File: config.mk
export PLATFORM = sky130hd
export DESIGN_NAME = conv_tile_sequencer
export DESIGN_NICKNAME = d
export VERILOG_FILES = /design/src/rtl/conv_tile_sequencer.sv
export SDC_FILE = /design/constraint.sdc
export NUM_CORES = 1
export LEC_CHECK = 0
export CELL_PAD_IN_SITES_DETAIL_PLACEMENT = 0
export CELL_PAD_IN_SITES_GLOBAL_PLACEMENT = 2
export CORE_UTILIZATION = 31
export DETAILED_ROUTE_END_ITERATION = 8
export PLACE_DENSITY = 0.85
export SYNTH_ARGS = -nofsm -noshare
export SYNTH_HDL_FRONTEND = slang
export SYNTH_SLANG_ARGS = --single-unit
File: constraint.sdc
create_clock -name clk -period 6.3 [get_ports clk]
set_input_delay 1.89 -clock clk [delete_from_list [all_inputs] [get_ports clk]]
set_output_delay 1.89 -clock clk [all_outputs]
set_load 0.05 [all_outputs]
File: src/rtl/conv_tile_sequencer.sv
// rtl/conv_tile_sequencer.sv - raster-order conv window sequencer with result write-back
module conv_tile_sequencer #(
  parameter int DIM_W  = 8,
  parameter int DATA_W = 16
) (
  input  logic                    clk,
  input  logic                    rst_n,
  input  logic                    start,
  input  logic                    abort,
  input  logic [DIM_W-1:0]        in_h,
  input  logic [DIM_W-1:0]        in_w,
  input  logic [3:0]              kernel_size,
  input  logic [3:0]              stride,
  input  logic [3:0]              padding,
  output logic                    win_valid,
  input  logic                    win_ready,
  output logic signed [DIM_W:0]   win_row,
  output logic signed [DIM_W:0]   win_col,
  input  logic                    res_valid,
  input  logic [DATA_W-1:0]       res_data,
  output logic                    res_ready,
  output logic                    wr_en,
  output logic [2*DIM_W-1:0]      wr_addr,
  output logic [DATA_W-1:0]       wr_data,
  output logic                    busy,
  output logic                    done,
  output logic                    err
);

  localparam int CW = DIM_W + 4;

  typedef enum logic [2:0] {IDLE, CHECK, ISSUE, WAIT, WRITE, FIN} state_t;

  state_t                  state;
  logic [DIM_W-1:0]        h_q, w_q;
  logic [3:0]              k_q, s_q, p_q;
  logic signed [DIM_W:0]   row, col;
  logic [2*DIM_W-1:0]      idx;

  logic signed [CW-1:0]    h_x, w_x, k_x, s_x, p_x, row_x, col_x, row_adv_x;
  logic signed [DIM_W:0]   s_n, neg_p, col_adv, row_adv;
  logic                    wrap, last, geom_err;

  // Bounds are evaluated in a widened signed domain so maximal dimensions plus padding cannot wrap.
  always_comb begin
    h_x       = $signed({4'b0000, h_q});
    w_x       = $signed({4'b0000, w_q});
    k_x       = $signed({{DIM_W{1'b0}}, k_q});
    s_x       = $signed({{DIM_W{1'b0}}, s_q});
    p_x       = $signed({{DIM_W{1'b0}}, p_q});
    row_x     = $signed({{3{row[DIM_W]}}, row});
    col_x     = $signed({{3{col[DIM_W]}}, col});
    s_n       = $signed({{(DIM_W-3){1'b0}}, s_q});
    neg_p     = -$signed({{(DIM_W-3){1'b0}}, p_q});
    wrap      = (col_x + s_x + k_x) > (w_x + p_x);
    col_adv   = wrap ? neg_p : col + s_n;
    row_adv   = wrap ? row + s_n : row;
    row_adv_x = wrap ? row_x + s_x : row_x;
    last      = (row_adv_x + k_x) > (h_x + p_x);
    geom_err  = (k_q == 4'd0) || (s_q == 4'd0) ||
                (k_x > h_x + p_x + p_x) || (k_x > w_x + p_x + p_x);
  end

  assign busy    = (state != IDLE);
  assign win_row = row;
  assign win_col = col;

  always_ff @(posedge clk or negedge rst_n) begin
    if (!rst_n) begin
      state     <= IDLE;
      h_q       <= '0;
      w_q       <= '0;
      k_q       <= '0;
      s_q       <= '0;
      p_q       <= '0;
      row       <= '0;
      col       <= '0;
      idx       <= '0;
      win_valid <= 1'b0;
      res_ready <= 1'b0;
      wr_en     <= 1'b0;
      wr_addr   <= '0;
      wr_data   <= '0;
      done      <= 1'b0;
      err       <= 1'b0;
    end else begin
      done  <= 1'b0;
      err   <= 1'b0;
      wr_en <= 1'b0;
      if (state != IDLE && abort) begin
        state     <= IDLE;
        win_valid <= 1'b0;
        res_ready <= 1'b0;
      end else begin
        case (state)
          IDLE: if (start) begin
            h_q   <= in_h;
            w_q   <= in_w;
            k_q   <= kernel_size;
            s_q   <= stride;
            p_q   <= padding;
            idx   <= '0;
            state <= CHECK;
          end
          CHECK: if (geom_err) begin
            err   <= 1'b1;
            done  <= 1'b1;
            state <= IDLE;
          end else begin
            row       <= neg_p;
            col       <= neg_p;
            win_valid <= 1'b1;
            state     <= ISSUE;
          end
          ISSUE: if (win_ready) begin
            win_valid <= 1'b0;
            res_ready <= 1'b1;
            state     <= WAIT;
          end
          WAIT: if (res_valid) begin
            res_ready <= 1'b0;
            wr_data   <= res_data;
            wr_addr   <= idx;
            wr_en     <= 1'b1;
            idx       <= idx + {{(2*DIM_W-1){1'b0}}, 1'b1};
            state     <= WRITE;
          end
          WRITE: begin
            row <= row_adv;
            col <= col_adv;
            if (last) begin
              state <= FIN;
            end else begin
              win_valid <= 1'b1;
              state     <= ISSUE;
            end
          end
          FIN: begin
            done  <= 1'b1;
            state <= IDLE;
          end
          default: state <= IDLE;
        endcase
      end
    end
  end

endmodule

# [Yosys cells after proc, flatten, opt, wreduce, memory -nomap -nowiden]
# Index checks and enable logic that the tools add are counted.
[totals] in_bits=50 output_inout_bits=56 elab_cells=100 ff_bits=102
[op_classes] bitwise=1 eq_ne=14 reduce_logical=20 magnitude_cmp=4 n_mux=33 addsub=12
[ops] op="case mux 9 bit (2 select lines)" n=2
[ops] op="two-way mux 16 bit" n=2
[ops] op="case mux 16 bit (2 select lines)" n=1
[ops] op="two-way mux 9 bit" n=3
[ops] op="adder 9 x 4 -> 10 bit" n=2
[ops] op="adder 9 x 5 -> 10 bit" n=2
[ops] op="> comparator 4 x 10 -> 1 bit" n=2
[ops] op="adder 8 x 4 -> 9 bit" n=2
[ops] op="adder 9 x 5 -> 9 bit" n=2
[ops] op="adder 16 x 1 -> 16 bit, second input constant" n=1
[ops] op="two-way mux 3 bit" n=5
[ops] op="inequality test 3 bit, second input constant" n=5
[ops] op="case mux 3 bit (5 select lines)" n=1
[ops] op="AND reduction 3 bit" n=5
[ops] op="two-way mux 1 bit" n=14
[ops] op="adder 12 x 5 -> 12 bit" n=1
[ops] op="> comparator 12 bit" n=1
[ops] op="two-way mux 12 bit" n=1
[ops] op="AND reduction 4 bit" n=3
[ops] op="adder 10 x 5 -> 11 bit" n=1
[ops] op="> comparator 11 x 10 -> 1 bit" n=1
[ops] op="negator 4 -> 9 bit" n=1
[ops] op="zero test 4 bit" n=2
[ops] op="inequality test 2 bit, second input constant" n=4
[ops] op="other kinds (13)" n=20

# [Depth between registers and ports, before layout]
# Gate-level depths: netlist of the first run.
[depth] depth_word=9 ltp_mapped=35

# [Worst setup path after synthesis of the first run]
# OpenSTA, ideal clock, no wires.
[synth_timing] path_kind="flip-flop to flip-flop" from="reg col[1] (netlist: win_col[1])" to="reg win_valid" arrival_time_ns=6.804 slack_ns=-0.583 n_path_buf=1 setup_time_ns=0.079 period_less_slack_ns=6.883 stages_incl_launch_ff=35 path_cell_list="dfrtp_1 fa_1 ha_1 inv_1 fa_1 nand2b_1 nand2_1 a21oi_1 xnor2_1 ha_1 nand4_1 or3_1 o211a_2 o21ai_4 buf_2 mux2_2 ha_1 inv_1 fa_1 inv_1 a21o_1 a21oi_1 a31oi_1 nand2_1 or3_1 xor2_1 mux2i_1 ha_1 nand4_1 o32ai_1 a21o_1 nand2b_1 a22o_2 o31ai_4 mux2i_1"
[synth_via] elab_chain_cells=8
[synth_lines] element="start: declaration" line="37" source="logic signed [DIM_W:0] row, col;"
[synth_lines] element="start signal: assignment" line="111" source="col <= neg_p;"
[synth_lines] element="start signal: assignment" line="130" source="col <= col_adv;"
[synth_lines] element="adder 9 x 5 -> 10 bit" line="55" source="wrap = (col_x + s_x + k_x) > (w_x + p_x);"
[synth_lines] element="adder 10 x 5 -> 11 bit" line="55"
[synth_lines] element="> comparator 11 x 10 -> 1 bit" line="55"
[synth_lines] element="two-way mux 12 bit" line="58" source="row_adv_x = wrap ? row_x + s_x : row_x;"
[synth_lines] element="adder 12 x 5 -> 12 bit" line="59" source="last = (row_adv_x + k_x) > (h_x + p_x);"
[synth_lines] element="> comparator 12 bit" line="59"
[synth_lines] element="inequality test 3 bit (no line)"
[synth_lines] element="AND reduction 4 bit (no line)"
[synth_lines] element="end signal: assignment" line="79" source="win_valid <= 1'b0;"
[synth_lines] element="end signal: assignment" line="92" source="win_valid <= 1'b0;"
[synth_lines] element="end signal: assignment" line="112" source="win_valid <= 1'b1;"
[synth_lines] element="end: declaration" line="15" source="output logic win_valid,"
# No other way between the ends.
# A chain may end at the register's enable or synchronous reset.

# [Worst setup path in the final report of the first run]
[layout_timing] from="reg k_q[1]" to="reg win_valid"
[layout_via] elab_chain_cells=7 elab_cells_between_ends=14 cone_classes="add/sub: 2; order compare: 4; eq/ne: 2; mux: 1; reduce/logical: 5"
[layout_lines] element="start: declaration" line="36" source="logic [3:0] k_q, s_q, p_q;"
[layout_lines] element="start signal: assignment" line="99" source="k_q <= kernel_size;"
[layout_lines] element="adder 10 x 5 -> 11 bit" line="55"
[layout_lines] element="> comparator 11 x 10 -> 1 bit" line="55"
[layout_lines] element="two-way mux 12 bit" line="58"
[layout_lines] element="adder 12 x 5 -> 12 bit" line="59"
[layout_lines] element="> comparator 12 bit" line="59"
[layout_lines] element="inequality test 3 bit (no line)"
[layout_lines] element="AND reduction 4 bit (no line) (*)"
# Mark *: on every way between the ends. The rest lies on a longest branch, timed or not.

==> results of run 1 <==
[stage by stage]
stage	std cells	setup TNS, ps	hold slack [ps]	setup WS [ps]	instance area (µm²)
6_report	1206	-693.0	479.9	-211.2	9111
5_1_grt	1206	-1850	503.8	-509.9	9111
4_1_cts	1204	-623.9	484.0	-202.5	9089
3_5_place_dp	1179	-773.6	461.3	-238.4	8693
3_3_place_gp	1179	-69.04	457.1	-46.77	8693
2_1_floorplan	786	-327.6	447.7	-176.1	7179
[routing by layer]
metal  share of wire (%)  GRT usage, %  wire length (µm)  up-vias
li1                    -             -                 -     2979
met1                  48         22.52              8995     2745
met2                  45         26.68              8405       95
met3                 4.9         2.977               911       16
met4                 1.4         4.571               268        0
met5                   0             0                 0        -
[flip-flops by register name, summed over array words and instances, names as in the netlist]
| name | cells |
|---|---|
| idx | 16 |
| wr_addr | 16 |
| wr_data | 16 |
| win_col | 9 |
| win_row | 9 |
| h_q | 8 |
| w_q | 8 |
| k_q | 4 |
| p_q | 4 |
| s_q | 4 |
| state | 3 |
| done | 1 |
| err | 1 |
| res_ready | 1 |
| win_valid | 1 |
| wr_en | 1 |
[kinds of logic (layout without fill, tap and decap cells)]
kind of cell,after synthesis,count (layout)
buffers and inverters,74,209
AOI/OAI and AO/OA,161,161
muxes,29,29
and+or+nand+nor,299,299
adders and majority gates,74,74
DFF,102,102
xor gates and xnor gates,47,47
[cells in the mapped netlist, types with 3 or more instances]
cell type	number
nand2_1	148
a21oi_1	40
a211oi_1	9
o21ai_0	34
nand2b_1	11
clkbuf_1	23
or3_1	6
a21o_1	10
fa_1	12
a31oi_1	6
o21a_1	5
mux2_2	21
nand4_1	9
inv_1	45
and3_1	9
xnor2_1	18
nor4_1	3
ha_1	62
nand3b_1	3
xor2_1	29
nor2_1	54
o21ai_1	10
dfrtp_1	102
mux2i_1	4
nor2b_1	13
nor3_1	10
nand3_1	16
o31ai_1	3
and2_1	7
o22a_1	7
mux2_1	3
[worst register-to-register path, delay by kind of cell, from the launching register on]
kind / cells / cell delay, ps
xor gates and xnor gates: 2 / 290
adders and majority gates: 7 / 2120
buffers and inverters: 3 / 120
DFF: 1 / 400
muxes: 3 / 620
and+or+nand+nor: 8 / 1400
AOI/OAI and AO/OA: 10 / 1490
[final cells by class]
class	instances	area [µm²]
Clock buffer	9	225.2
Clock inverter	7	86.33
Fill cell	2264	13460
Inverter	45	168.9
Multi-Input combinational cell	610	4345
Sequential cell	102	2557
Tap cell	285	356.6
Timing Repair Buffer	148	1371
[worst paths after layout]
path	startpoint	to	slack, ps	cells after the start
setup / recovery	k_q[1]$_DFFE_PN0P_	win_valid$_DFFE_PN0P_	-210	33
hold / removal	wr_addr[14]$_DFFE_PN0P_	wr_addr[14]$_DFFE_PN0P_	480	2
max in group asynchronous	rst_n	res_ready$_DFFE_PN0P_	3620	2
setup reg to reg	k_q[1]$_DFFE_PN0P_	win_valid$_DFFE_PN0P_	-210	33
hold reg to reg	wr_addr[14]$_DFFE_PN0P_	wr_addr[14]$_DFFE_PN0P_	480	2
min in group asynchronous	rst_n	w_q[1]$_DFFE_PN0P_	1670	1
[timing repair]
item	in CTS	in global routing
pin swaps	11	4
setup buffers	9	2
hold buffers	0	0
resized for setup	3	4
setup endpoints to repair	4	4
==> results.md, run 1 <==
- Status: finished, violations left
- Failing checks: negative setup slack
- Highest clock rate: ~0.15 GHz
- Largest delay contributor family on the critical path: adder cells
- Final ANT Viol Nets: 0
- CP max stage delay: 540 ps
- Grt ovf: 0
- Largest net degree at the start of global routing: just under 70
- Crit Path Max Fanout: 6
- Starting Density: a little under a third
- Most common cell after layout, fill and taps aside: nand2_1
- Number of nets in the layout: around 1000
- Required time of the critical path: approximately 6600 ps
- Input/output buffers: 105
- Skew-Pair Late Insertion Delay: about 360 ps
- Adder-cell share of the synthesized area: ~14%
- Mux cell area share after synthesis: approximately 4.6%
- Slowest-stage cell, CP: fa_1
- Final setup vio count: 4
- Sequential element share of the synthesized area: a little over a third
- FP Rows: 55
- Dominant synthesized flop cell: dfrtp_1
- Post-layout util: 40.37%
- Largest family of logic cells by synthesized area: simple AND/OR/NAND/NOR gates
- Share of the synthesized area in the top cell type: about 36%
- # IOs: between 100 and 150
- Actual slew at the worst max-slew pin: between 900 and 1000 ps
- XOR/XNOR Fraction of Synth Area: between 5 and 6%
- HPWL Detailed: 14050 µm
- Number of DRC markers in iteration 0: 233
- Die height: approximately 150 µm
- Compound-Gate Fraction of Synth Area: approximately 16%
- Die Area: roughly 24000 µm²
- Minimum clock period: 6511 ps
- Root Buffer Master: clkbuf_16
- Worst setup margin: -211.2 ps
- Initial antenna violation count: 0
- Pre-antenna DRT Iters: 4
- Post-Route WL: 18580 µm
- CTS H-tree lvls: 3
- Synth async-reset ratio: 100.0%
- Most frequent cells in the layout: nand2_1 (147), clkdlybuf4s50_1 (104), dfrtp_1 (98), ha_1 (59), nor2_1 (54)
- Synthesized area per cell: between 9 and 10 µm²
- Tcrit/Tclk final: 103.4%
- Area Overhead vs Synth: 28.16%
- Layout Skew: 11.38 ps
- Number of flops mapped to enable cells by yosys: 0
- Top post-synthesis cells by area: dfrtp_1 (36%), ha_1 (11%), nand2_1 (7.8%)
- Fin. Hold Viols: 0
- Count of cell types in the netlist: between 70 and 80
- Max Slew Vio Count: 0
- CTS tree: done
- ANT cells: 0
- Clock Sinks: approximately 100
- Die X: approximately 150 µm
- Synth warn: 0
- Setup CP Type: register to register
- Num CTS Buffers: 9
- Post-synthesis cell count: about 800
- Post-DR wirelength/cell: 15.41 µm
- #FFs+latches synth: 102
- Via count: 5835
- CP Data Arrival Time: between 6000 and 7000 ps
- Cell mode on critical path: inv_2
- Max cap viols: 0
- Residual DRC: 0
- Yosys top cell by area: dfrtp_1
- Vias per cell: just under 5
- Clock buffer depth: 2
- Synth Net Count: between 900 and 1000
- First-pass GRT wire length: roughly 31000 µm
- Unrepaired setup endpoints after global routing: yes
- Bufs and invs on worst path: 3
- Setup crit start kind: register
- Vias in the first global route: 5784
- RePlAce Congestion: roughly 0.83
- Share of cells above drive strength 1: about an eighth
- Max-slew headroom: about two fifths
- Crit. End Element: register
- Core ar.: about 23000 µm²
- Simple-gate share of the synthesized area: 19.17%
- Total track usage: 16.49%
- Synthesized cell area: between 7000 and 8000 µm²
- Reg clk slew, reported paths: 90 ps
- HP Class: register to register
Power of run 1 is not shown: default switching activity piles up to over one toggle a cycle in this logic, so the estimate is an artifact.
==> run 2, diff against run 1 <==
Settings changed: CTS_CLUSTER_SIZE from default to 16, TNS_END_PERCENT from default to 10.
==> results.md, run 2 (synthesized netlist as in run 1, its figures left out) <==
- Required time of the critical path: 6600 ps (about the same)
- Vias in the first global route: 5833 (+0.85%)
- CP Data Arrival Time: 6790 ps (-20 ps)
- FP Rows: 55 (unchanged)
- Area Overhead vs Synth: 26.98%
- Final Hold Slack: 476.6 ps (-3.280 ps)
- Root Buffer Master: clkbuf_16
- Crit Path Max Fanout: 3 (-3)
- Die X: 153.4 µm (unchanged)
- Post-DR wirelength/cell: 15.12 µm (-1.9%)
- Actual slew at the worst max-slew pin: 712.3 ps (-193.8 ps)
- Pre-antenna DRT Iters: 4 (unchanged)
- ANT cells: 0 (unchanged)
- Reg2Reg Setup Slack: -190 ps (+20 ps)
- Crit. End Element: register
- Setup crit start kind: register
- Reg clk slew, reported paths: 80 ps (about the same)
- Die Area: 23540 µm² (unchanged)
- CTS tree: done
- Fillers: 2298 (+1.5%)
- Final setup vio count: 4 (unchanged)
- Most frequent cells in the layout: nand2_1 (148), clkdlybuf4s50_1 (104), dfrtp_1 (98), ha_1 (61), nor2_1 (54)
- Largest net degree at the start of global routing: 56 (-18%)
- Total track usage: 16.34% (-0.15 points)
- Number of nets in the layout: 1032 (-0.77%)
- Grt ovf: 0 (unchanged)
- Max-slew headroom: 51.91% (+12 points)
- Most common cell after layout, fill and taps aside: nand2_1
- HP Class: register to register
- Largest registers: idx: 16 flops, wr_addr: 16 flops, wr_data: 16 flops
- Status: finished, violations left
- CTS H-tree lvls: 3 (unchanged)
- Reg2Reg Depth: 33 (unchanged)
- Hold Crit Depth: 2 (unchanged)
- Skew-Pair Late Insertion Delay: 370 ps (about the same)
- Final ANT Viol Nets: 0 (unchanged)
- Die height: 153.4 µm (unchanged)
- Residual DRC: 0 (unchanged)
- Vias per cell: 4.823 (-0.32%)
- Tcrit/Tclk final: 103.0% (-0.35 points)
- Via count: 5778 (-0.98%)
- Worst setup margin: -189.1 ps (+22.14 ps)
- Minimum clock period: 6489 ps (-22.14 ps)
- Fin. Hold Viols: 0 (unchanged)
- Clock buffer depth: 2 (unchanged)
- Post-Route WL: 18110 µm (-2.5%)
- Max cap viols: 0 (unchanged)
- FF-to-FF Start: k_q[1]$_DFFE_PN0P_
- HPWL Detailed: 13750 µm (-2.1%)
- Clock Sinks: 102 (unchanged)
- Failing checks: negative setup slack
- Input/output buffers: 105 (unchanged)
- Area of the multi-input gates: 4305 µm² (-0.92%)
- Slowest-stage cell, CP: fa_1
- Initial antenna violation count: 0 (unchanged)
- Highest clock rate: 0.1541 GHz (+0.34%)
- CP max stage delay: 550 ps (about the same)
- Unrepaired setup endpoints after global routing: yes
- Setup CP Type: register to register
- Hold wc startpoint: wr_addr[14]$_DFFE_PN0P_
- Hold buffers post-CTS: 0 (unchanged)
- Core ar.: 22570 µm² (unchanged)
- First-pass GRT wire length: 30590 µm (-0.40%)
- RePlAce Congestion: 0.8582 (+3.3%)
- Register area: 2557 µm² (unchanged)
- Num CTS Buffers: 9 (unchanged)
- Starting Density: 31.50% (unchanged)
- # IOs: 106 (unchanged)
- Layout Skew: 9.308 ps (-2.067 ps)
- Hold Path Sink: wr_addr[14]$_DFFE_PN0P_
- Max Slew Vio Count: 0 (unchanged)
- R2r endpoint: win_valid$_DFFE_PN0P_
- Number of DRC markers in iteration 0: 254 (+9.0%)
- Share of cells above drive strength 1: 11.61% (-1.5 points)
## run 2: worst max-delay path: cells and delay by family (launching register included)
family                     cells  cell delay [ps]
xor gates and xnor gates       2              280
muxes                          3              540
and+or+nand+nor                8             1430
AOI/OAI and AO/OA             10             1460
buffers and inverters          3              160
DFF                            1              410
adders and majority gates      7             2120
## run 2: cell type report
type | count | area share, %
clock inverter | 7 | 1.137
inverter | 45 | 1.871
tap | 285 | 3.950
timing repair buffer | 140 | 14.53
clock buffer | 9 | 2.495
sequential | 102 | 28.33
multi-input combinational | 610 | 47.69
## run 2: through the flow
| step | util [%] | setup WS (ps) | TNS [ps] | instance area (µm²) | std cells |
|---|---|---|---|---|---|
| after CTS | 39.88 | -166.2 | -303.9 | 9002 | 1196 |
| after global routing | 39.99 | -657.9 | -2229 | 9027 | 1198 |
| final | 39.99 | -189.1 | -381.1 | 9027 | 1198 |
| after global placement | 38.36 | 4.976 | 0 | 8660 | 1178 |
| after floorplan | - | -231.4 | -521.6 | 7153 | 786 |
| after detailed placement | 38.36 | -129.1 | -228.9 | 8660 | 1178 |
## run 2: worst max path at each step
| stage | from | to | slack (ps) |
|---|---|---|---|
| after global routing | k_q[1]$_DFFE_PN0P_ | win_valid$_DFFE_PN0P_ | -660 |
| final | k_q[1]$_DFFE_PN0P_ | win_valid$_DFFE_PN0P_ | -190 |
| after global placement | win_col[2]$_DFFE_PN0P_ | win_valid$_DFFE_PN0P_ | 5 |
| after CTS | k_q[1]$_DFFE_PN0P_ | win_valid$_DFFE_PN0P_ | -170 |
| after floorplan | win_col[1]$_DFFE_PN0P_ | win_valid$_DFFE_PN0P_ | -230 |
| after detailed placement | k_q[1]$_DFFE_PN0P_ | win_valid$_DFFE_PN0P_ | -130 |
## run 2: timing repair
item,4_1_cts,5_1_grt
pin swaps,2,5
resized for setup,0,2
hold endpoints to repair,0,0
cloned,0,0
setup endpoints to repair,3,4
buffers inserted,2,2
## run 2: metal layers
metal | part of all wire (%) | global-route usage [%] | vias up
met2 | 46 | 26.40 | 91
met1 | 50 | 22.07 | 2697
met4 | 1.8 | 5.810 | 0
met5 | 0 | 0 | -
met3 | 2.7 | 2.608 | 24
li1 | - | - | 2966
Power of run 2 is left out for the same reason.
